<file path="src/rtl/approx_adder_error_monitor.sv">
// Error-metrics engine for approximate adders: ED count, sum, max and
// optional sum of ED^2 (enable with `define ERR_SQUARED_EN).
module approx_adder_error_monitor #(
  parameter int W     = 16,
  parameter int CNT_W = 32,
  parameter int ACC_W = 48
) (
  input  logic                 clk,
  input  logic                 rst,
  input  logic                 start_i,
  input  logic [CNT_W-1:0]     num_samples_i,
  input  logic                 valid_i,
  output logic                 ready_o,
  input  logic [W-1:0]         in1_i,
  input  logic [W-1:0]         in2_i,
  input  logic [W:0]           res_i,
  output logic                 busy_o,
  output logic                 done_o,
  output logic [CNT_W-1:0]     sample_count_o,
  output logic [CNT_W-1:0]     err_count_o,
  output logic [ACC_W-1:0]     sum_ed_o,
  output logic [W:0]           max_ed_o,
  output logic [ACC_W+W:0]     sum_sq_o
);

  typedef enum logic [1:0] {
    S_IDLE,
    S_RUN,
    S_DONE
  } state_t;

  state_t r_state;
  state_t w_next;

  logic [CNT_W-1:0] r_n;
  logic [CNT_W-1:0] r_cnt;
  logic [CNT_W-1:0] r_err;
  logic [ACC_W-1:0] r_sum;
  logic [W:0]       r_max;
  logic [W-1:0]     r_in1;
  logic [W-1:0]     r_in2;
  logic [W:0]       r_res;
  logic             r_v1;

  logic             w_start_run;
  logic             w_accept;
  logic [W:0]       w_exact;
  logic [W:0]       w_ed;
  logic [ACC_W:0]   w_sum_ext;
  logic [ACC_W-1:0] w_sum_nxt;

  assign w_start_run = start_i && (r_state != S_RUN);
  assign ready_o     = (r_state == S_RUN) && (r_cnt < r_n);
  assign w_accept    = valid_i && ready_o;
  assign busy_o      = (r_state == S_RUN);
  assign done_o      = (r_state == S_DONE);

  assign w_exact = {1'b0, r_in1} + {1'b0, r_in2};
  assign w_ed    = (r_res >= w_exact) ? (r_res - w_exact)
                                      : (w_exact - r_res);

  // One extra carry bit detects overflow; saturate instead of wrapping.
  assign w_sum_ext = {1'b0, r_sum} + (ACC_W+1)'(w_ed);
  assign w_sum_nxt = w_sum_ext[ACC_W] ? '1 : w_sum_ext[ACC_W-1:0];

  always_comb begin
    w_next = r_state;
    case (r_state)
      S_IDLE:  if (start_i) w_next = S_RUN;
      S_RUN:   if ((r_cnt == r_n) && !r_v1) w_next = S_DONE;
      S_DONE:  if (start_i) w_next = S_RUN;
      default: w_next = S_IDLE;
    endcase
  end

  always_ff @(posedge clk) begin
    if (rst) begin
      r_state <= S_IDLE;
      r_n     <= '0;
      r_cnt   <= '0;
      r_err   <= '0;
      r_sum   <= '0;
      r_max   <= '0;
      r_in1   <= '0;
      r_in2   <= '0;
      r_res   <= '0;
      r_v1    <= 1'b0;
    end else begin
      r_state <= w_next;
      if (w_start_run) begin
        r_n   <= num_samples_i;
        r_cnt <= '0;
        r_err <= '0;
        r_sum <= '0;
        r_max <= '0;
        r_v1  <= 1'b0;
      end else begin
        r_v1 <= w_accept;
        if (w_accept) begin
          r_in1 <= in1_i;
          r_in2 <= in2_i;
          r_res <= res_i;
          r_cnt <= r_cnt + 1'b1;
        end
        if (r_v1) begin
          if (w_ed != '0) r_err <= r_err + 1'b1;
          r_sum <= w_sum_nxt;
          if (w_ed > r_max) r_max <= w_ed;
        end
      end
    end
  end

`ifdef ERR_SQUARED_EN
  localparam int SQ_W = ACC_W + W + 1;

  logic [SQ_W-1:0] r_sq;
  logic [2*W+1:0]  w_sq;
  logic [SQ_W:0]   w_sq_ext;

  assign w_sq     = w_ed * w_ed;
  assign w_sq_ext = {1'b0, r_sq} + (SQ_W+1)'(w_sq);

  always_ff @(posedge clk) begin
    if (rst) begin
      r_sq <= '0;
    end else if (w_start_run) begin
      r_sq <= '0;
    end else if (r_v1) begin
      r_sq <= w_sq_ext[SQ_W] ? '1 : w_sq_ext[SQ_W-1:0];
    end
  end

  assign sum_sq_o = r_sq;
`else
  assign sum_sq_o = '0;
`endif

  assign sample_count_o = r_cnt;
  assign err_count_o    = r_err;
  assign sum_ed_o       = r_sum;
  assign max_ed_o       = r_max;

endmodule

</file>
<file path="config.mk">
export PLATFORM = sky130hd
export DESIGN_NAME = approx_adder_error_monitor
export DESIGN_NICKNAME = d
export VERILOG_FILES = /design/src/rtl/approx_adder_error_monitor.sv
export SDC_FILE = /design/constraint.sdc
export NUM_CORES = 1
export LEC_CHECK = 0
export BUFFER_PORTS_ARGS = -buffer_cell sky130_fd_sc_hd__clkbuf_2
export CORE_MARGIN = 1
export CORE_UTILIZATION = 45
export DETAILED_ROUTE_END_ITERATION = 7
export GPL_TIMING_DRIVEN = 0
export PLACE_DENSITY = 0.68
export REMOVE_ABC_BUFFERS = 1
export SYNTH_ARGS = -nofsm -noshare
export SYNTH_HDL_FRONTEND = slang
export SYNTH_SLANG_ARGS = --single-unit
</file>
<file path="constraint.sdc">
create_clock -name clk -period 11.6 [get_ports clk]
set_input_delay 1.16 -clock clk [delete_from_list [all_inputs] [get_ports clk]]
set_output_delay 1.16 -clock clk [all_outputs]
set_load 0.1 [all_outputs]
</file>
# After elaboration in Yosys (flattened, before gate mapping)
# Index checks and enable logic that the tools add are counted.
[classes] add_sub_neg=6 order_cmp=3 eq_ne=6 muxes=5 n_bitwise=1 reduce_logical=13
[ops] cell="adder 32 x 1 -> 32 bit, second input constant" n=2
[ops] cell="adder 48 x 17 -> 49 bit" n=1
[ops] cell="two-way mux 48 bit" n=1
[ops] cell="subtractor 17 bit" n=2
[ops] cell="equality test 32 bit" n=1
[ops] cell="less-than comparator 32 bit" n=1
[ops] cell="adder 16 x 16 -> 17 bit" n=1
[ops] cell=">= comparator 17 bit" n=1
[ops] cell="greater-than comparator 17 bit" n=1
[ops] cell="two-way mux 17 bit" n=1
[ops] cell="nonzero test 17 bit" n=1
[ops] cell="AND reduction 2 bit" n=4
[ops] cell="!= test 2 x 1 -> 1 bit, second input constant" n=3
[ops] cell="logical AND 1 bit" n=4
[ops] cell="two-way mux 2 bit" n=2
[ops] cell="one-hot mux 2 bit (2 select lines)" n=1
[ops] cell="OR reduction 2 bit" n=2
[ops] cell="equality test 2 x 1 -> 1 bit, second input constant" n=1
[ops] cell="equality test 2 bit, second input constant" n=1
[ops] cell="logical NOT 2 bit" n=1
[ops] cell="logical NOT 1 bit" n=1
[ops] cell="inverter 1 bit" n=1
[word_totals] register_bits=213 in_bits=85 output_inout_bits=197 wordCells=44

# Longest topological paths before layout
# Gate-level depths: netlist of run 1.
[logic_depth] depth_word=5 ltp_mapped=36 ltp_nobuf=33

# Worst setup path after synthesis of run 1
# Ideal clock, no wire load.
[synth_path] kind="register to register" startpoint="register r_in1[0]" endpoint="register r_sum[10], in the netlist sum_ed_o[10]" setup_ps=132 arrival_ps=6942 t_required_ps=11468 setup_slack_ps=4525 path_stages_with_launch=34 path_buffers=3 synth_period_minus_slack_ps=7075 cell_sequence="dfxtp_1 -> ha_1 -> fa_1 -> a21o_1 -> a21oi_1 -> o21bai_1 -> a21oi_1 -> o21bai_1 -> a21oi_1 -> nor2b_1 -> o21ai_0 -> a21oi_1 -> a31o_2 -> xor2_1 -> ha_1 -> buf_2 -> a21o_1 -> a211o_1 -> o22ai_2 -> o21ai_1 -> buf_4 -> nor2_2 -> mux2i_1 -> xor2_1 -> ha_1 -> o21a_1 -> o21ai_0 -> a32oi_1 -> a311o_1 -> a211oi_1 -> nor2_1 -> a21oi_1 -> clkbuf_1 -> a21oi_1"
[synth_via] elab_chain_len=5 elab_cells_between_ends=7 classes_between="4 x add/sub; 1 x order compare; 2 x mux"
[synth_rtl] item="start: declaration" line_no="40" rtl="logic [W-1:0] r_in1;"
[synth_rtl] item="start signal: assignment" line_no="100" rtl="r_in1 <= in1_i;"
[synth_rtl] item="adder 16 x 16 -> 17 bit (*)" line_no="58" rtl="assign w_exact = {1'b0, r_in1} + {1'b0, r_in2};"
[synth_rtl] item="subtractor 17 bit, or another cell as far along" line_no="60" rtl=": (w_exact - r_res);"
[synth_rtl] item="two-way mux 17 bit (*)" line_no="59" rtl="assign w_ed = (r_res >= w_exact) ? (r_res - w_exact)"
[synth_rtl] item="net w_ed[3]" line_no="48" rtl="logic [W:0] w_ed;"
[synth_rtl] item="adder 48 x 17 -> 49 bit (*)" line_no="63" rtl="assign w_sum_ext = {1'b0, r_sum} + (ACC_W+1)'(w_ed);"
[synth_rtl] item="two-way mux 48 bit (*)" line_no="64" rtl="assign w_sum_nxt = w_sum_ext[ACC_W] ? '1 : w_sum_ext[ACC_W-1:0];"
[synth_rtl] item="end signal: assignment" line_no="107" rtl="r_sum <= w_sum_nxt;"
[synth_rtl] item="end: declaration" line_no="38" rtl="logic [ACC_W-1:0] r_sum;"
# The timed path passes the listed nets; every way through them passes the cells marked *.
# A chain may end at the register's enable or synchronous reset.

# Worst setup path after layout of run 1
[layout_path] startpoint="register r_in1[1]" endpoint="register r_sum[46], in the netlist sum_ed_o[46]"
# The elaborated chain is that of the path after synthesis.

==> impl_metrics.py, run 1 <==
metrics = {
    "routing": {
        "drc": 0,
        "ant_nets": 0,
        "drt-total-wl_um": 33520,
        "drt_iter0_drc": 749,
        "vias": 11879,
        "avgRoutedWirePerCell_um": 15.01,
        "vias_per_cell": 5.320,
        "dr.pass1.iters": 5,
    },
    "power": {
        "swShare": 0.3583,
        "irDropWorstVdd_mv": 0.1111,
        "p_per_area_mw_per_mm2": 151.2,
        "leakagePower_nw": 6.989,
        "p_int_mw": 1.504,
        "combPwrFrac": 0.328,
        "seqPwrFrac": 0.325,
        "switching_power_mw": 0.8399,
        "p_clk_frac": 0.348,
    },
    "place": {
        "place.gp.congestion": 0.8669,
        "portBuffers": 216,
        "dp_slack_ns": 2.778,
        "dp_hpwl_um": 24990,
    },
    "timing": {
        "fin_skew_ns": 0.01341,
        "rsz0062_at_grt": "no",
        "slew_headroom": 0.1376,
        "fin_crit_ns": 8.911,
        "setup_slack_ns": 2.689,
        "final_max_slew_viol_count": 0,
        "finalHoldViolations": 0,
        "fmax_mhz": 112.2,
        "fin_setup_tns_ns": 0,
        "finalCritPeriodShare": 0.7682,
        "setup_violations": 0,
        "tightest_slew_ns": 1.290,
    },
    "final_layout": {
        "area_delta_synth_final_pct": 15.04,
        "nets": 2038,
        "fin_util": 0.5328,
        "diodes": 0,
        "drive_gt1_frac": 0.1590,
    },
    "clock_network": {
        "path_clk_slew_ns": 0.06,
        "cts_sinks": 213,
        "cts-root-buf": "clkbuf_16",
        "cts_setup_buffers": 0,
        "ctsResizeCount": 0,
        "cts_buffer_depth": 3,
        "htreeDepth": 1,
        "cts-buffers-inserted": 25,
        "hold_buffers": 0,
        "cts_tree": "done",
        "clk_latency_ns": 0.52,
    },
    "logic_synthesis": {
        "ys_warn_count": 0,
        "yosysSeqAreaShare": 0.3165,
        "synth_top_area_share": 0.3165,
        "ys_ff_latch": 213,
        "netlist_area_mm2": 0.01347,
        "synth_largest_area_cell": "dfxtp_1",
        "synth-edff-count": 0,
        "synthArstFlopShare": 0,
        "synth_area_leaders": "dfxtp_1 (32%), ha_1 (11%), mux2i_1 (6.1%), a21oi_1 (5.8%), nand2_1 (4.0%)",
        "yosysUniqueCellTypes": 70,
        "netlist_instances": 1654,
        "ys.flop_type": "dfxtp_1",
        "post_synth.cell_area_avg_um2": 8.146,
    },
    "global_routing": {
        "track_usage": 0.2131,
        "antenna_found_initial": 0,
        "grt_overflow": 0,
        "grt_pass1_wl_um": 54400,
        "grt_pass1_vias": 10886,
        "grt_max_degree": 51,
    },
    "worst_setup_path": {
        "worst_setup_path_end_kind": "flop",
        "worst_setup_path_start_kind": "flop",
        "critical_path_arrival_ns": 9.34,
        "path_max_fanout": 12,
        "required_ns": 12.03,
        "critPathKind": "flop to flop",
        "slowest_delay_ns": 0.98,
        "cpMaxStageDelayCell": "nor3_1",
    },
    "floorplan": {
        "die_w_um": 175.0,
        "dieArea_mm2": 0.03064,
        "core_area_mm2": 0.02909,
        "io_pins": 282,
        "die_h_um": 175.0,
        "rows": 62,
        "floorplan.initialDensity": 0.4631,
    },
    "flow_run": {
        "maxCapViolations": 0,
    },
    "min_path": {
        "hp-class": "flop to flop",
    },
    "status": {
        "status": "complete, no violations",
    },
}
## metal layers
layer  GRT usage  share of wire
met1      0.2783           0.46
met4     0.05688          0.024
met5           0              0
met3     0.03177          0.047
met2      0.3644           0.47
## flip-flops by register name (all words and copies together) (netlist names)
name            cells
r_in2              16
r_state             2
sum_ed_o           48
sample_count_o     32
r_res              17
r_in1              16
err_count_o        32
r_v1                1
r_n                32
max_ed_o           17
## final timing paths
check | start | to | slack, ns | cells after the start
worst max-delay path | r_in1[1]$_SDFFE_PP0P_ | sum_ed_o[46]$_SDFFE_PP0P_ | 2.69 | 32
worst min-delay path | r_n[19]$_SDFFE_PP0P_ | r_n[19]$_SDFFE_PP0P_ | 0.45 | 2
worst max register to register | r_in1[1]$_SDFFE_PP0P_ | sum_ed_o[46]$_SDFFE_PP0P_ | 2.69 | 32
worst min register to register | r_n[19]$_SDFFE_PP0P_ | r_n[19]$_SDFFE_PP0P_ | 0.45 | 2
## cell type report
cell class              count  area (µm²)
fillers                  2776       13590
multi-input cells        1243        8190
flip-flops and latches    213        4264
repair buffers            228        1264
clock buffers              34       709.4
well taps                 384       480.5
inverters                 120       450.4
clock inverters            11       141.4
## critical path: cells and delay by family, from the launching register on
kind	cells	cell delay, ns
compound gates	17	3.89
fa+ha+maj	3	1.18
buf+inv	1	0.12
flops	1	0.34
mux	2	0.61
simple gates	9	2.67
## Yosys cell counts (7+ instances only)
master	count
buf_4	69
and3_1	24
o21ai_0	69
nand2_1	144
xor2_1	27
o21bai_1	8
ha_1	118
inv_1	120
a31oi_1	8
o31ai_1	12
or3_1	37
or2_2	8
nor3_1	30
mux2i_1	82
a211oi_1	11
o21a_1	16
and2_1	9
nand2b_1	14
clkbuf_1	56
nand3_1	29
and4_1	9
nor2_1	138
dfxtp_1	213
xnor2_1	43
nand4_1	36
buf_2	15
a21o_1	35
or4_1	17
a21oi_1	156
nor4_1	8
a311oi_1	7
nor2b_1	8
## logic make-up after synthesis
family                     Yosys count  synth area share
AOI/OAI and AO/OA                  379            0.1747
xor gates and xnor gates            70           0.04551
adders and majority gates          122            0.1155
buffers and inverters              262           0.09472
DFF                                213            0.3165
muxes                               82           0.06092
other                                1         0.0002783
and+or+nand+nor                    525            0.1919
## per-stage QoR
step / std cells / hold WS (ns) / area (µm²) / power (mW)
after floorplan: 1576 / 0.4303 / 12890 / 1.369
after global placement: 2176 / 0.4432 / 14450 / 1.514
after detailed placement: 2188 / 0.4469 / 14650 / 1.541
after CTS: 2233 / 0.4551 / 15500 / 2.364
after global routing: 2233 / 0.4684 / 15500 / 2.475
final: 2233 / 0.4549 / 15500 / 2.344
## power by group through the flow
stage / Combinational [mW] / Clock, mW / Sequential, mW
3_3_place_gp: 0.736 / 0 / 0.777
4_1_cts: 0.767 / 0.836 / 0.762
3_5_place_dp: 0.763 / 0 / 0.778
2_1_floorplan: 0.573 / 0 / 0.796
5_1_grt: 0.847 / 0.865 / 0.763
6_report: 0.768 / 0.815 / 0.762
## placed cells by master, fill, tap and decap left out, types with 24 or more instances in the layout
| master | n |
|---|---|
| a21o_1 | 35 |
| a21oi_1 | 156 |
| and3_1 | 24 |
| clkbuf_16 | 25 |
| clkbuf_2 | 215 |
| conb_1 | 65 |
| dfxtp_1 | 213 |
| ha_1 | 118 |
| inv_1 | 120 |
| mux2i_1 | 82 |
| nand2_1 | 144 |
| nand3_1 | 29 |
| nand4_1 | 36 |
| nor2_1 | 136 |
| nor3_1 | 30 |
| o21ai_0 | 69 |
| or3_1 | 37 |
| xnor2_1 | 43 |
| xor2_1 | 27 |
(Power assumes the default switching activity.)
==> inputs of run 2 (changes only) <==
--- a/config.mk
+++ b/config.mk
@@ -5,12 +5,13 @@
 export SDC_FILE = /design/constraint.sdc
 export NUM_CORES = 1
 export LEC_CHECK = 0
+export ABC_AREA = 1
 export BUFFER_PORTS_ARGS = -buffer_cell sky130_fd_sc_hd__clkbuf_2
 export CORE_MARGIN = 1
 export CORE_UTILIZATION = 45
 export DETAILED_ROUTE_END_ITERATION = 7
 export GPL_TIMING_DRIVEN = 0
-export PLACE_DENSITY = 0.68
+export PLACE_DENSITY = 0.67
 export REMOVE_ABC_BUFFERS = 1
 export SYNTH_ARGS = -nofsm -noshare
 export SYNTH_HDL_FRONTEND = slang
==> constraint.sdc (replaced) <==
create_clock -name clk -period 8.78 [get_ports clk]
set_input_delay 0.878 -clock clk [delete_from_list [all_inputs] [get_ports clk]]
set_output_delay 0.878 -clock clk [all_outputs]
set_load 0.1 [all_outputs]
==> impl_metrics.py, run 2 <==
metrics = {
    "worst_setup_path": {
        "reg2reg_slack_ns": 1.63,
        "worst_setup_path_start_kind": "flop",
        "worst_setup_path_end_kind": "flop",
        "critical_path_arrival_ns": 7.64,
        "cp_common_cell": "nand2_1",
        "required_ns": 9.27,
        "rr_worst_depth": 37,
        "rr_startpoint": "r_in1[0]$_SDFFE_PP0P_",
        "timing.rr.end": "sum_ed_o[45]$_SDFFE_PP0P_",
        "cpMaxStageDelayCell": "nand3_1",
        "critPathKind": "flop to flop",
        "path_max_fanout": 23,
        "slowest_delay_ns": 0.69,
    },
    "flow_run": {
        "maxCapViolations": 0,
    },
    "clock_network": {
        "path_clk_slew_ns": 0.06,
        "cts_tree": "done",
        "hold_buffers": 0,
        "cts_sinks": 213,
        "cts_buffer_depth": 3,
        "cts-buffers-inserted": 27,
        "htreeDepth": 1,
        "cts_setup_buffers": 0,
        "cts-root-buf": "clkbuf_16",
        "clk_latency_ns": 0.55,
        "ctsResizeCount": 0,
    },
    "routing": {
        "drt-total-wl_um": 43240,
        "avgRoutedWirePerCell_um": 14.47,
        "drc": 0,
        "vias": 15264,
        "drt_iter0_drc": 1054,
        "vias_per_cell": 5.107,
        "dr.pass1.iters": 5,
        "ant_nets": 0,
    },
    "final_layout": {
        "drive_gt1_frac": 0.1205,
        "final_common_cell": "nand2_1",
        "design_area_mm2": 0.01741,
        "area_delta_synth_final_pct": 14.57,
        "largest_register_ffs": 48,
        "diodes": 0,
        "fin_util": 0.5297,
        "nets": 2733,
        "final_cell_mix": "nand2_1 (589), inv_1 (336), a21oi_1 (259)",
    },
    "logic_synthesis": {
        "synth_common_cells": "nand2_1 (590), inv_1 (336), a21oi_1 (260), dfxtp_1 (213), nand3_1 (169)",
        "yosysUniqueCellTypes": 47,
        "ys.flop_type": "dfxtp_1",
        "synth.most_common_cell": "nand2_1",
        "ys_ff_latch": 213,
        "netlist_instances": 2351,
        "netlist_area_mm2": 0.01520,
        "synth_largest_area_cell": "dfxtp_1",
        "synth_top_area_share": 0.2806,
        "synthArstFlopShare": 0,
        "synth-edff-count": 0,
        "yosysSeqAreaShare": 0.2806,
        "ys_warn_count": 0,
        "post_synth.cell_area_avg_um2": 6.464,
        "synth_area_leaders": "dfxtp_1 (28%), nand2_1 (15%), ha_1 (9.7%), a21oi_1 (8.6%), inv_1 (8.3%)",
    },
    "timing": {
        "finalCritPeriodShare": 0.8140,
        "setup_slack_ns": 1.633,
        "rsz0062_at_grt": "no",
        "finalHoldViolations": 0,
        "fin_setup_tns_ns": 0,
        "fmax_mhz": 139.9,
        "slew_headroom": 0.1223,
        "fin_crit_ns": 7.147,
        "setup_violations": 0,
        "final_max_slew_viol_count": 0,
        "fin_skew_ns": 0.01879,
        "tightest_slew_ns": 1.315,
    },
    "min_path": {
        "hp-class": "flop to flop",
        "min-delay-start": "r_n[25]$_SDFFE_PP0P_",
        "hold_path_depth": 2,
        "whs_endpoint": "r_n[25]$_SDFFE_PP0P_",
    },
    "floorplan": {
        "core_area_mm2": 0.03287,
        "floorplan.initialDensity": 0.4623,
        "die_h_um": 185.8,
        "rows": 66,
        "io_pins": 282,
        "dieArea_mm2": 0.03451,
        "die_w_um": 185.8,
    },
    "global_routing": {
        "antenna_found_initial": 0,
        "track_usage": 0.2463,
        "grt_max_degree": 80,
        "grt_pass1_wl_um": 69260,
        "grt_overflow": 0,
        "grt_pass1_vias": 13906,
    },
    "place": {
        "dp_slack_ns": 1.646,
        "place.gp.congestion": 0.9529,
        "place_area_mm2": 0.01637,
        "portBuffers": 216,
        "dp_hpwl_um": 33140,
    },
    "power": {
        "leakagePower_nw": 8.167,
        "irDropWorstVdd_mv": 0.1395,
        "fin_total_pwr_mw": 3.417,
        "p_per_area_mw_per_mm2": 196.3,
    },
    "status": {
        "status": "complete, no violations",
    },
}
run 2: logic make-up after synthesis:
kind of cell | synth area share
compound gates | 0.1444
simple gates | 0.2883
other cells | 0.0002468
flops | 0.2806
fa+ha+maj | 0.1024
xor+xnor | 0.04438
buf+inv | 0.1396
run 2: worst max-delay path by stage:
stage                                                from                        end  slack (ns)  cells past startpoint
after global routing                r_in1[0]$_SDFFE_PP0P_  sum_ed_o[27]$_SDFFE_PP0P_        0.81                     37
after global placement    sample_count_o[27]$_SDFFE_PP0P_      r_res[1]$_SDFFE_PP0P_       -1.95                     10
after floorplan                   r_state[0]$_SDFFE_PP0P_      r_res[0]$_SDFFE_PP0P_       -0.97                     10
after CTS                           r_in1[0]$_SDFFE_PP0P_  sum_ed_o[45]$_SDFFE_PP0P_        1.59                     37
final                               r_in1[0]$_SDFFE_PP0P_  sum_ed_o[45]$_SDFFE_PP0P_        1.63                     37
after detailed placement            r_in1[0]$_SDFFE_PP0P_  sum_ed_o[45]$_SDFFE_PP0P_        1.65                     37
run 2: area by class of cell:
type,instances,area [µm²]
timing repair buffer,222,1216
clock inverter,17,264.0
clock buffer,33,728.2
multi-input combinational,1714,9076
tap,442,553.0
sequential,213,4264
inverter,348,1309
fill,3350,15460
run 2: power by group:
group | switching (mW) | total [mW] | internal [mW]
logic | 0.843 | 1.17 | 0.330
clock network | 0.465 | 1.23 | 0.770
registers | 0.0147 | 1.01 | 0.995
total | 1.32 | 3.42 | 2.10
run 2: critical path: cells and delay by family (launching register included):
kind,cells,cell delay [ns]
and+or+nand+nor,19,3.22
AOI/OAI and AO/OA,9,1.67
adders and majority gates,4,1.43
buffers and inverters,5,0.42
DFF,1,0.31
run 2: through the flow:
stage                     cells  hold WS [ns]
final                      2989        0.4577
after global routing       2989        0.4762
after CTS                  2987        0.4603
after detailed placement   2937        0.4513
after global placement     2933        0.4446
after floorplan            2275        0.4353
run 2: layer usage:
layer	routed length [µm]	share of wire	GRT usage
met1	19960	0.46	0.3297
met2	19870	0.46	0.4164
met3	2744	0.063	0.03835
met4	666	0.015	0.04885
met5	0	0	0
